===== config.mk =====
export PLATFORM = sky130hd
export DESIGN_NAME = des3_ctrl
export DESIGN_NICKNAME = d
export VERILOG_FILES = /design/src/rtl/des3_ctrl.sv
export SDC_FILE = /design/constraint.sdc
export NUM_CORES = 1
export LEC_CHECK = 0
export BUFFER_PORTS_ARGS = -buffer_cell sky130_fd_sc_hd__buf_2
export CELL_PAD_IN_SITES_DETAIL_PLACEMENT = 1
export CELL_PAD_IN_SITES_GLOBAL_PLACEMENT = 1
export CORE_MARGIN = 8
export CORE_UTILIZATION = 35
export DETAILED_ROUTE_END_ITERATION = 10
export GPL_TIMING_DRIVEN = 0
export HOLD_SLACK_MARGIN = 0.1
export PLACE_DENSITY = 0.87
export SYNTH_ARGS = -nofsm -noshare
export SYNTH_HDL_FRONTEND = slang
export SYNTH_SLANG_ARGS = --single-unit

===== constraint.sdc =====
create_clock -name clk_in -period 13.83 [get_ports clk_in]
set_input_delay 2.766 -clock clk_in [delete_from_list [all_inputs] [get_ports clk_in]]
set_output_delay 2.766 -clock clk_in [all_outputs]
set_load 0.01 [all_outputs]

===== src/rtl/des3_ctrl.sv =====
// des3_ctrl: Triple-DES sequencer that runs a single DES core three times per block
// (E-D-E to encrypt, D-E-D to decrypt) with per-pass error and timeout abort.
module des3_ctrl #(
  parameter int TIMEOUT_CYC = 255
) (
  input  logic         clk_in,
  input  logic         rst_in,
  input  logic [63:0]  s_data_in,
  input  logic [191:0] s_key_in,
  input  logic         s_mode_in,
  input  logic         s_verify_in,
  input  logic         s_valid_in,
  output logic         s_ready_out,
  output logic [63:0]  m_data_out,
  output logic         m_err_out,
  output logic         m_valid_out,
  input  logic         m_ready_in,
  output logic [63:0]  core_data_out,
  output logic [63:0]  core_key_out,
  output logic         core_mode_out,
  output logic         core_verify_out,
  output logic         core_valid_out,
  input  logic         core_ready_in,
  input  logic [63:0]  core_data_in,
  input  logic         core_valid_in,
  input  logic         core_err_in,
  output logic         busy_out
);

  typedef enum logic [1:0] {IDLE, ISSUE, WAIT, DONE} state_t;

  localparam logic [16:0] TIMEOUT_LIM = 17'(TIMEOUT_CYC);
  localparam bit          TIMEOUT_EN  = (TIMEOUT_CYC != 0);

  state_t      state_q, state_d;
  logic [63:0] work_q;
  logic [63:0] k1_q, k2_q, k3_q;
  logic        mode_q, verify_q, err_q;
  logic [1:0]  pass_q;
  logic [15:0] tcnt_q, tcnt_inc;
  logic        timeout_hit;

  // Timeout fires in the WAIT cycle that would bring the count up to the limit.
  assign tcnt_inc    = (tcnt_q == 16'hFFFF) ? tcnt_q : tcnt_q + 16'd1;
  assign timeout_hit = TIMEOUT_EN && ({1'b0, tcnt_inc} >= TIMEOUT_LIM);

  always_ff @(posedge clk_in or posedge rst_in) begin
    if (rst_in) state_q <= IDLE;
    else        state_q <= state_d;
  end

  always_comb begin
    state_d = state_q;
    case (state_q)
      IDLE:  if (s_valid_in) state_d = ISSUE;
      ISSUE: if (core_ready_in) state_d = WAIT;
      WAIT: begin
        if (core_err_in)        state_d = DONE;
        else if (core_valid_in) state_d = (pass_q == 2'd2) ? DONE : ISSUE;
        else if (timeout_hit)   state_d = DONE;
      end
      DONE:  if (m_ready_in) state_d = IDLE;
      default: state_d = IDLE;
    endcase
  end

  always_ff @(posedge clk_in or posedge rst_in) begin
    if (rst_in) begin
      work_q   <= '0;
      k1_q     <= '0;
      k2_q     <= '0;
      k3_q     <= '0;
      mode_q   <= 1'b0;
      verify_q <= 1'b0;
      err_q    <= 1'b0;
      pass_q   <= 2'd0;
      tcnt_q   <= '0;
    end else begin
      case (state_q)
        IDLE: if (s_valid_in) begin
          work_q   <= s_data_in;
          k1_q     <= s_key_in[191:128];
          k2_q     <= s_key_in[127:64];
          k3_q     <= s_key_in[63:0];
          mode_q   <= s_mode_in;
          verify_q <= s_verify_in;
          err_q    <= 1'b0;
          pass_q   <= 2'd0;
        end
        ISSUE: if (core_ready_in) tcnt_q <= '0;
        WAIT: begin
          if (core_err_in) begin
            err_q  <= 1'b1;
            work_q <= core_data_in;
          end else if (core_valid_in) begin
            work_q <= core_data_in;
            if (pass_q != 2'd2) pass_q <= pass_q + 2'd1;
          end else if (timeout_hit) begin
            err_q <= 1'b1;
          end else begin
            tcnt_q <= tcnt_inc;
          end
        end
        default: ;
      endcase
    end
  end

  // Middle pass always uses K2 with the opposite direction of the outer passes.
  always_comb begin
    core_key_out = k1_q;
    case (pass_q)
      2'd0:    core_key_out = mode_q ? k3_q : k1_q;
      2'd1:    core_key_out = k2_q;
      default: core_key_out = mode_q ? k1_q : k3_q;
    endcase
    core_mode_out   = mode_q ^ (pass_q == 2'd1);
    core_data_out   = work_q;
    core_verify_out = verify_q;
    core_valid_out  = (state_q == ISSUE) && core_ready_in;
    s_ready_out     = (state_q == IDLE) && !rst_in;
    m_valid_out     = (state_q == DONE);
    m_data_out      = work_q;
    m_err_out       = err_q;
    busy_out        = (state_q != IDLE);
  end

endmodule


==> impl_metrics.ini <==
[grt]
grt_pass1_vias = 15276
antenna_found_initial = 19
grt_use_total_pct = 27.3
grt_first_pass_wirelength_um = 92800
overflow = 0
grt_max_degree = 130

[setup_path]
crit_type = input pin to primary output
critPathMaxFanout = 10
cp.required_ps = 11060
end_kind = primary output
cp_data_arrival_time_ps = 4060
worstSetupStartpoint = core_ready_in
cp-start-kind = input pin
regToRegStartpoint = tcnt_q[0]$_DFFE_PP0P_

[finish]
final_area_mm2 = 0.0174
nNetsFinal = 2437
utilization_pct = 47.7
drive_gt1_share_pct = 31.2
nFillCells = 4521
synthToLayoutAreaGrowth_pct = 34.5

[place]
io_buffers = 527
dpl_cell_area_mm2 = 0.0162
place.gp.congestion = 0.908
hpwlAfterDp_um = 47300

[timing]
fin_crit_ps = 6830
drv_slew = 0
setup_violations = 0
worst_pin_slew_ps = 994
holdWs_ps = 478
slew_headroom_pct = 33.7
fin_skew_ps = 26.7
rsz0062_at_grt = no
fin_setup_tns_ps = 0
timing.fmax_mhz = 147
hold_viol_final = 0
finalCritPeriodShare_pct = 49.4

[logic_synthesis]
synth_most_common_cell = nand2_1
ys_types = 51
ys_ff_latch = 279
synth_top_flop_cell = dfrtp_1
netlist_area_mm2 = 0.0130
yosys.area.top_type_share_pct = 53.9
syn-num-nets = 1875
netlist_top_cells_count = nand2_1 (733), dfrtp_1 (279), clkbuf_1 (90)
yosys_warnings = 0
syn_inst = 1542
seq_area_frac_synth_pct = 53.9
synth_edf_count = 0
synthArstFlopShare_pct = 100
synthTopCellsByArea = dfrtp_1 (54%), nand2_1 (21%), a222oi_1 (4.9%)
syn_area_per_cell_um2 = 8.40
yosysTopAreaCell = dfrtp_1

[route]
final_antenna_net_count = 0
drc_errors = 0
routed_via_density = 5.26
vias = 13749
wl_um = 61500
drt_pass1_iterations = 7
post_drt_wl_per_cell_um = 23.6
drtIter0Drc = 1033

[clock_network]
clk_path_buf_depth = 3
cts.hold.buffers_added = 0
htreeDepth = 1
clkLatencyLatePin_ps = 590
cts_buffers = 31
post_cts_buffers = 0
clk_pin_slew_ps = 60
cts_resized = 0
cts_tree = done
cts_root_buf = clkbuf_16
clock-sinks = 279

[pwr]
powerDensity_mw_per_mm2 = 266
p_leak_nw = 9.63
ir_drop_mv = 0.130
total_power_mw = 4.63

[floorplanning]
rows = 70
dieArea_mm2 = 0.0434
die_h_um = 208
die_x_um = 208
core_area_mm2 = 0.0365
io_pins = 528
start_util_pct = 35.5

[run]
maxCapViolCount = 0

[worst_hold_path]
worst_hold_path_type = flip-flop to flip-flop
min_from = k1_q[8]$_DFFE_PP0P_

[outcome]
status = complete, no violations
metal layers:
| metal | GRT usage, % | share of wire [%] | vias up |
|---|---|---|---|
| met5 | 0 | 0.059 | - |
| met4 | 14.1 | 5.5 | 6 |
| met3 | 5.10 | 6.6 | 164 |
| met2 | 49.0 | 51 | 661 |
| met1 | 30.6 | 37 | 6818 |
| li1 | - | - | 6100 |
placed cells by master (no fill, tap or decap), types with 4 or more instances in the layout:
| cell | synthesis | final |
|---|---|---|
| nor2_1 | 69 | 69 |
| nand2_1 | 733 | 733 |
| mux2i_1 | 10 | 10 |
| buf_1 | 9 | 9 |
| clkbuf_1 | 90 | 93 |
| clkinv_2 | 0 | 5 |
| bufinv_16 | 0 | 7 |
| inv_1 | 71 | 70 |
| dfrtp_1 | 279 | 279 |
| clkbuf_16 | 0 | 31 |
| a211oi_1 | 4 | 4 |
| buf_2 | 2 | 529 |
| buf_4 | 64 | 64 |
| and3_1 | 10 | 10 |
| diode_2 | 0 | 16 |
| nand4_1 | 6 | 6 |
| clkbuf_8 | 0 | 4 |
| o21ai_0 | 8 | 8 |
| ha_1 | 4 | 4 |
| a31oi_1 | 67 | 67 |
| a222oi_1 | 63 | 63 |
where the power goes:
group	internal, mW	leakage, nW	switching, mW	total [mW]
Sequential	1.19	3.42	0.272	1.46
Combinational	0.806	5.65	1.43	2.23
Clock	0.566	0.556	0.369	0.935
critical path, cell delays in order:
cell and delay (ps):
buf_2 100, nand2_1 80, or2_2 110, clkbuf_1 250, clkbuf_1 510, inv_1 80
buf_2 160
path summary, 6_finish.rpt:
check / end / slack [ps] / cells after the start
min reg2reg: k1_q[8]$_DFFE_PP0P_ / 480 / 2
min: k1_q[8]$_DFFE_PP0P_ / 480 / 2
max reg2reg: tcnt_q[6]$_DFFE_PP0P_ / 10710 / 9
min in group asynchronous: core_data_out[60]$_DFFE_PP0P_ / 2210 / 2
max: core_valid_out / 7000 / 7
max in group asynchronous: k1_q[45]$_DFFE_PP0P_ / 10600 / 3
final cells by class:
type / instances / area, um^2 / area share (%)
Inverter: 71 / 274 / 1.57
Clock inverter: 19 / 304 / 1.74
Sequential cell: 279 / 6980 / 40.1
Multi-Input combinational cell: 1024 / 4820 / 27.6
Clock buffer: 38 / 842 / 4.83
Timing Repair Buffer: 529 / 2690 / 15.5
Tap cell: 468 / 586 / 3.36
Antenna cell: 16 / 40.0 / 0.230
Buffer: 168 / 890 / 5.11
sequential cells by signal, indices dropped and copies added (netlist names):
name	flops
pass_q	2
core_verify_out	1
core_data_out	64
mode_q	1
k2_q	64
m_err_out	1
tcnt_q	16
k3_q	64
state_q	2
k1_q	64
cells by family (layout without fill, tap and decap cells):
family	Yosys count	count (layout)	synth area share [%]
AO/OA/AOI/OAI	157	157	9.74
multiplexers	14	14	1.15
AND/OR/NAND/NOR	847	847	25.8
buffers and inverters	239	825	8.92
XOR/XNOR	2	2	0.135
adder cells (fa/ha/maj)	4	4	0.386
flip-flops	279	279	53.9
other	0	16	0
metrics by stage:
step	instances	worst slack, ps
2_1_floorplan	1542	3370
3_3_place_gp	2537	79.7
3_5_place_dp	2539	6960
4_1_cts	2596	7000
5_1_grt	2610	6880
6_report	2612	7000
Note: power is estimated with default switching activity, not from simulation.
